===== config.mk =====
export PLATFORM = sky130hd
export DESIGN_NAME = keypad_scanner
export DESIGN_NICKNAME = d
export VERILOG_FILES = /design/src/rtl/keypad_scanner.sv
export SDC_FILE = /design/constraint.sdc
export NUM_CORES = 1
export LEC_CHECK = 0
export ABC_CLOCK_PERIOD_IN_PS = 3050
export BUFFER_PORTS_ARGS = -buffer_cell sky130_fd_sc_hd__buf_2
export CAP_MARGIN = 20
export CORE_MARGIN = 5
export CORE_UTILIZATION = 61
export DETAILED_ROUTE_END_ITERATION = 7
export PLACE_DENSITY = 0.81
export SLEW_MARGIN = 25
export SYNTH_ARGS = -nofsm -noshare
export SYNTH_HDL_FRONTEND = slang
export SYNTH_SLANG_ARGS = --single-unit

===== constraint.sdc =====
create_clock -name fsm_clk -period 3.05 [get_ports fsm_clk]
set_input_delay 0 -clock fsm_clk [delete_from_list [all_inputs] [get_ports fsm_clk]]
set_output_delay 0 -clock fsm_clk [all_outputs]
set_load 0.1 [all_outputs]

===== src/rtl/keypad_scanner.sv =====
// 4x4 keypad scanner: one-hot row drive, 2-flop column sync, debounce, one new_num per press.
// Define KEYPAD_REPEAT_EN to re-pulse new_num every REPEAT_CYCLES while a key stays held.
module keypad_scanner #(
    parameter int ROW_DWELL       = 3,
    parameter int DEBOUNCE_CYCLES = 20,
    parameter int RELEASE_CYCLES  = 20
`ifdef KEYPAD_REPEAT_EN
    , parameter int REPEAT_CYCLES = 500
`endif
) (
    input  logic       fsm_clk,
    input  logic       reset,
    input  logic [3:0] cols,
    output logic [3:0] rows,
    output logic [3:0] num,
    output logic       new_num,
    output logic       idle,
    output logic       pressed
);

    localparam logic [2:0] S_SCAN     = 3'd0;
    localparam logic [2:0] S_DEBOUNCE = 3'd1;
    localparam logic [2:0] S_FIRE     = 3'd2;
    localparam logic [2:0] S_HELD     = 3'd3;
    localparam logic [2:0] S_RELEASE  = 3'd4;
    localparam logic [2:0] S_REPEAT   = 3'd5;

    localparam int DW_W = $clog2(ROW_DWELL + 1);
    localparam int DB_W = $clog2(DEBOUNCE_CYCLES + 1);
    localparam int RL_W = $clog2(RELEASE_CYCLES + 1);

    localparam logic [DW_W-1:0] DW_LAST = DW_W'(ROW_DWELL - 1);
    localparam logic [DB_W-1:0] DB_LAST = DB_W'(DEBOUNCE_CYCLES - 1);
    localparam logic [DB_W-1:0] DB_MAX  = DB_W'(DEBOUNCE_CYCLES);
    localparam logic [RL_W-1:0] RL_LAST = RL_W'(RELEASE_CYCLES - 1);
    localparam logic [RL_W-1:0] RL_MAX  = RL_W'(RELEASE_CYCLES);

    // Nibble (row*4 + col) holds the keycap legend for that crossing.
    localparam logic [63:0] KEY_MAP = {4'hD, 4'hF, 4'h0, 4'hE,
                                       4'hC, 4'h9, 4'h8, 4'h7,
                                       4'hB, 4'h6, 4'h5, 4'h4,
                                       4'hA, 4'h3, 4'h2, 4'h1};

    logic [2:0]      state;
    logic [3:0]      sync1;
    logic [3:0]      scols;
    logic [3:0]      lat_col;
    logic [DW_W-1:0] dwell_cnt;
    logic [DB_W-1:0] deb_cnt;
    logic [RL_W-1:0] rel_cnt;
    logic            scols_onehot;

`ifdef KEYPAD_REPEAT_EN
    localparam int RP_W = $clog2(REPEAT_CYCLES + 1);
    localparam logic [RP_W-1:0] RP_LAST = RP_W'(REPEAT_CYCLES - 1);
    logic [RP_W-1:0] rep_cnt;
`endif

    function automatic logic [1:0] oh_idx(input logic [3:0] v);
        case (v)
            4'b0010: oh_idx = 2'd1;
            4'b0100: oh_idx = 2'd2;
            4'b1000: oh_idx = 2'd3;
            default: oh_idx = 2'd0;
        endcase
    endfunction

    function automatic logic [3:0] key_code(input logic [3:0] r, input logic [3:0] c);
        logic [3:0] idx;
        idx      = {oh_idx(r), oh_idx(c)};
        key_code = KEY_MAP[idx*4 +: 4];
    endfunction

    assign scols_onehot = (scols != 4'b0) && ((scols & (scols - 4'd1)) == 4'b0);

    assign new_num = (state == S_FIRE) || (state == S_REPEAT);
    assign idle    = (state == S_SCAN);
    assign pressed = (state == S_HELD) || (state == S_REPEAT);

    always_ff @(posedge fsm_clk or negedge reset) begin
        if (!reset) begin
            state     <= S_SCAN;
            sync1     <= 4'b0;
            scols     <= 4'b0;
            lat_col   <= 4'b0;
            rows      <= 4'b0001;
            num       <= 4'h0;
            dwell_cnt <= '0;
            deb_cnt   <= '0;
            rel_cnt   <= '0;
`ifdef KEYPAD_REPEAT_EN
            rep_cnt   <= '0;
`endif
        end else begin
            sync1 <= cols;
            scols <= sync1;
            case (state)
                S_SCAN: begin
                    // scols lags rows by two cycles, so only the last dwell cycle reflects this row.
                    if (dwell_cnt == DW_LAST) begin
                        dwell_cnt <= '0;
                        if (scols_onehot) begin
                            lat_col <= scols;
                            deb_cnt <= '0;
                            state   <= S_DEBOUNCE;
                        end else begin
                            rows <= {rows[2:0], rows[3]};
                        end
                    end else begin
                        dwell_cnt <= dwell_cnt + 1'b1;
                    end
                end
                S_DEBOUNCE: begin
                    if (scols == lat_col) begin
                        if (deb_cnt != DB_MAX) deb_cnt <= deb_cnt + 1'b1;
                        if (deb_cnt == DB_LAST) begin
                            num   <= key_code(rows, lat_col);
                            state <= S_FIRE;
                        end
                    end else begin
                        deb_cnt <= '0;
                        state   <= S_SCAN;
                    end
                end
                S_FIRE: begin
                    deb_cnt <= '0;
`ifdef KEYPAD_REPEAT_EN
                    rep_cnt <= RP_W'(1);
`endif
                    state   <= S_HELD;
                end
                S_HELD: begin
                    if (scols == 4'b0) begin
                        rel_cnt <= '0;
                        state   <= S_RELEASE;
                    end
`ifdef KEYPAD_REPEAT_EN
                    else if (rep_cnt == RP_LAST) begin
                        state <= S_REPEAT;
                    end else begin
                        rep_cnt <= rep_cnt + 1'b1;
                    end
`endif
                end
                S_REPEAT: begin
`ifdef KEYPAD_REPEAT_EN
                    // Restarting at 1 makes the pulse spacing exactly REPEAT_CYCLES.
                    rep_cnt <= RP_W'(1);
`endif
                    rel_cnt <= '0;
                    state   <= (scols == 4'b0) ? S_RELEASE : S_HELD;
                end
                S_RELEASE: begin
                    if (scols == 4'b0) begin
                        if (rel_cnt != RL_MAX) rel_cnt <= rel_cnt + 1'b1;
                        if (rel_cnt == RL_LAST) begin
                            rel_cnt   <= '0;
                            dwell_cnt <= '0;
                            rows      <= {rows[2:0], rows[3]};
                            state     <= S_SCAN;
                        end
                    end else begin
                        rel_cnt <= '0;
`ifdef KEYPAD_REPEAT_EN
                        rep_cnt <= RP_W'(1);
`endif
                        state   <= S_HELD;
                    end
                end
                default: state <= S_SCAN;
            endcase
        end
    end

endmodule


======== Word-level counts from Yosys, hierarchy flattened ========
Index checks and enable logic that the tools add are counted.
storage, ports and cells
  bits of input ports ..................... 6
  output and inout port bits .............. 11
  bits in registers ....................... 35
operators by class
  muxes and demuxes ....................... 36
  reduce and logical (&&, ||, !) cells .... 17
  equal/unequal tests ..................... 27
  bitwise operators ....................... 1
  add/subtract/negate cells ............... 4
  shifts and indexed selects .............. 1
operators with widths
  operator                 count
  $shiftx 64x7->4 const A  1
  $mux 5                   8
  $pmux 5 s3               2
  $mux 3                   8
  $mux 2                   9
  $pmux 3 s6               1
  $mux 4                   4
  $pmux 2 s3               2
  $reduce_and 3->1         4
  $add 5x1->5 const B      2
  $eq 5x5->1 const B       2
  $ne 5x5->1 const B       2
  $reduce_and 5->1         2
  $ne 3x3->1 const B       3
  $eq 4x2->1 const B       2
  $eq 4x3->1 const B       2
  $eq 4x4->1 const B       2
  $logic_not 4->1          2
  $pmux 4 s2               1
  $eq 3x2->1 const B       2
  $eq 3x3->1 const B       2
  $ne 2x1->1 const B       3
  $ne 2x2->1 const B       3
  $reduce_bool 3->1        2
  14 further kinds         15

======== Longest topological paths before layout ========
  depth in word-level cells ............... 7
  gate-level depth with buffers ........... 8
  gate-level depth less buffers ........... 8

======== Least setup slack after synthesis ========
No wires, ideal clock.
  kind .................................... register -> output
  from .................................... register state[2]
  to ...................................... output port pressed
  path slack .............................. 81 ps
  arrival time ............................ 2969 ps
  stages on the path, launching flop included .. 3
  path through ............................ dfrtp_1 > or2b_1 > a21boi_0
between the ends
  cells in the longest elaborated chain, start to end .. 2
  elaborated cells on any way between the ends .. 3
ends and longest elaborated chain
  what                                      RTL line  source
  start, declared                           44        logic [2:0] state;
  start signal, assigned                    151       state <= (scols == 4'b0) ? S_RELEASE : S_HELD;
  $eq 3x2->1 or $eq 3x3->1 (tied branches)  78        assign pressed = (state == S_HELD) || (state == S_REPEAT);
  $logic_or 1x1->1 *                        78
  end, declared                             18        output logic pressed
Every way passes the cells marked *; elsewhere a longest branch is shown, timed or not.

======== Worst setup path in the final report ========
  from .................................... register lat_col[3]
  to ...................................... register num[3]
between the ends
  cells in the longest elaborated chain, start to end .. 6
  elaborated cells on any way between the ends .. 10
ends and longest elaborated chain
  what                                      RTL line  source
  start, declared                           47        logic [3:0] lat_col;
  start signal, assigned                    103       lat_col <= scols;
  $eq 4x4->1, or another cell as far along  60        case (v)
  $pmux 2 s3                                60
  $mux 2                                    116       if (deb_cnt == DB_LAST) begin
  $mux 2                                    114       if (scols == lat_col) begin
  $mux 2                                    97        case (state)
  $shiftx 64x7->4                           71        key_code = KEY_MAP[idx*4 +: 4];
  end signal, assigned                      117       num <= key_code(rows, lat_col);
  end, declared                             15        output logic [3:0] num,
Parallel ways exist; a longest one is shown, timed or not. The select of a mux whose other input is x is not followed.
A chain may end at the register's enable or synchronous reset.

==> results.md <==
- CP endpoint kind: flip-flop
- Synth-to-layout area growth: 10.3%
- Syn nets: 203
- IO buf count: 16
- Vias per cell: 5.66
- CTS max path bufs: 2
- Non-filler instance count after layout: 255
- Wire per inst: 13.9 um
- Setup_tns: 0 ns
- CTS tree: built
- H-tree depth reported by CTS: 2
- Total CTS buffers: 5
- Period minus WS final: 2.07 ns
- Initial Util: 0.646
- Largest net degree at the start of global routing: 36
- Final period util: 0.678
- Total wire length: 3540 um
- Status: finished clean
- Setup violators final: 0
- HP Class: in2async
- Crit path DAT: 2.34 ns
- IR drop worst, VDD: 0.384 mV
- Commonest non-fill, non-tap cell in the layout: dfrtp_1
- CP startpoint kind: flip-flop
- N_diodes: 0
- YS warnings: 0
- Slew @ Worst Pin: 0.760 ns
- Filler cells: 249
- Placed Area: 0.00208 mm2
- Max-cap violations: 0
- Vias in the first global route: 1,492
- First-pass GRT wire length: 6480 um
- Drt pass-1 iters: 4
- Number of synthesized register bits: 35
- Clk pin slew, worst setup/hold paths: 0.11 ns
- Total leakage power: 0.00101 uW
- Syn avg cell area: 10.5 um2
- Initial antenna violation count: 0
- HPWL Detailed: 2690 um
- Area of the multi-input gates: 0.00102 mm2
- Vias: 1,443
- Max Freq: 0.483 GHz
- Routed Antenna Nets: 0
- Total Routing Usage GR: 0.191
- Final net count: 224
- # DRC: 0
- Crit path kind: reg2reg
- Crit path max fanout: 4
- Slew HR: 0.489
- Post-synth top flop: dfrtp_1
- Post-CTS sizing: 0
- Hold Vio Cnt, Final: 0
- RSZ-0062 raised after global routing: false
- Hold slack: 0.263 ns
- Synthesized area: 0.00199 mm2
- RD Place Congestion: 0.867
- Layout cells sized above 1: 0.204
- Synth Instances: 189
- # rows: 20
- Post-synth cell types: 48
- CTS root buf: clkbuf_4
- Core footprint: 0.00308 mm2
- Register area share after synthesis: 0.441
- Die Area: 0.00450 mm2
- Clk_lat worst skew: 0.33 ns
- FFs w/ async S/R, synth: 1.00
- CP Data Required Time: 3.33 ns
- Die Width: 67.1 um
- Die Height: 67.1 um
- Fin area: 0.00219 mm2
- Initial DRC count: 71
- Worst Skew: 0.00229 ns
- Placed cell count: 242
- EDFF count, synth: 0
- Reg area: 877 um2
- GRT overflow: 0
- P per Cell Area: 532 mW/mm2
- Most frequent cells in the layout: dfrtp_1 (34), buf_2 (16), inv_1 (13), o21ai_0 (12)
- Slew Limit Fails: 0
- Sink Count: 35
- I/O pin total: 17
==> cells in the mapped netlist (3+ instances only) <==
master    instances  area, um2
a21oi_1           8       40.0
inv_1            13       48.8
clkbuf_1          4       15.0
mux2_1            3       33.8
nand3_1           5       25.0
ha_1              8        100
dfrtp_1          34        851
or3_1             4       25.0
nand2_1          11       41.3
mux2i_1           8       80.1
nor4b_1           3       26.3
nand4_1           3       18.8
nor3_1            3       15.0
xnor2_1           8       70.1
nor2_1           11       41.3
mux2_2           10        113
o21ai_0          12       60.1
==> per-stage QoR <==
step                      total power [uW]   util  worst slack, ns
final                                 1170  0.712            0.981
after global routing                  1250  0.712            0.812
after CTS                             1180  0.712            0.997
after detailed placement               931  0.677             1.03
after global placement                 905  0.677             1.07
after floorplan                        854      -           0.0806
==> routing by layer <==
metal,track usage,wire (um)
met5,0,0
met4,0.0684,75
met3,0.0455,157
met2,0.345,1850
met1,0.216,1460
==> flip-flops by register name, summed over array words and instances, names as in the netlist <==
name	count
sync1	4
dwell_cnt	2
lat_col	4
rows	4
deb_cnt	5
scols	4
num	4
rel_cnt	5
state	3
==> critical path: stages, from the launching register on <==
cell and delay, ns:
dfrtp_1 0.45, xnor2_1 0.15, nor3_1 0.41, inv_1 0.18, ha_1 0.23, mux2_2 0.25
o21ai_0 0.18, mux2_1 0.15
==> timing repair <==
action / in CTS / in global routing
buffers inserted: 0 / 0
endpoints found under the hold margin: 38 / 0
hold buffers: 5 / 0
==> worst paths after layout <==
check | startpoint | to | slack (ns) | cells past startpoint
worst max-delay path | lat_col[3]$_DFFE_PN0P_ | num[3]$_DFFE_PN0P_ | 0.98 | 7
max in group asynchronous | reset | rel_cnt[2]$_DFFE_PN0P_ | 2.32 | 2
worst min-delay path | reset | num[2]$_DFFE_PN0P_ | 0.26 | 2
worst min register to register | sync1[3]$_DFF_PN0_ | scols[3]$_DFF_PN0_ | 0.36 | 0
worst max register to register | lat_col[3]$_DFFE_PN0P_ | num[3]$_DFFE_PN0P_ | 0.98 | 7
min in group fsm_clk | cols[0] | sync1[0]$_DFF_PN0_ | 0.31 | 2
==> area by class of cell <==
| type | instances | share of cell area |
|---|---|---|
| repair buffers | 21 | 0.0594 |
| multi-input cells | 134 | 0.467 |
| flip-flops and latches | 35 | 0.400 |
| clock inverters | 3 | 0.00913 |
| well taps | 44 | 0.0251 |
| inverters | 13 | 0.0223 |
| clock buffers | 5 | 0.0171 |
==> power breakdown <==
| part | total (uW) | internal (uW) | switching, uW | leakage (uW) |
|---|---|---|---|---|
| sequential | 579 | 513 | 65.8 | 0.000456 |
| clock | 242 | 87.9 | 154 | 0.0000272 |
| combinational | 347 | 174 | 173 | 0.000525 |
| total | 1170 | 775 | 392 | 0.00101 |
==> cell families (layout without fill, tap and decap cells) <==
group                    Yosys count  in the layout  synth area share
XOR/XNOR                          10             10            0.0441
buffers and inverters             20             42            0.0441
multiplexers                      21             21             0.114
adder cells (fa/ha/maj)            8              8            0.0503
AND/OR/NAND/NOR                   62             62             0.197
flip-flops                        35             35             0.441
AO/OA/AOI/OAI                     33             33             0.110
(Power assumes the default switching activity.)
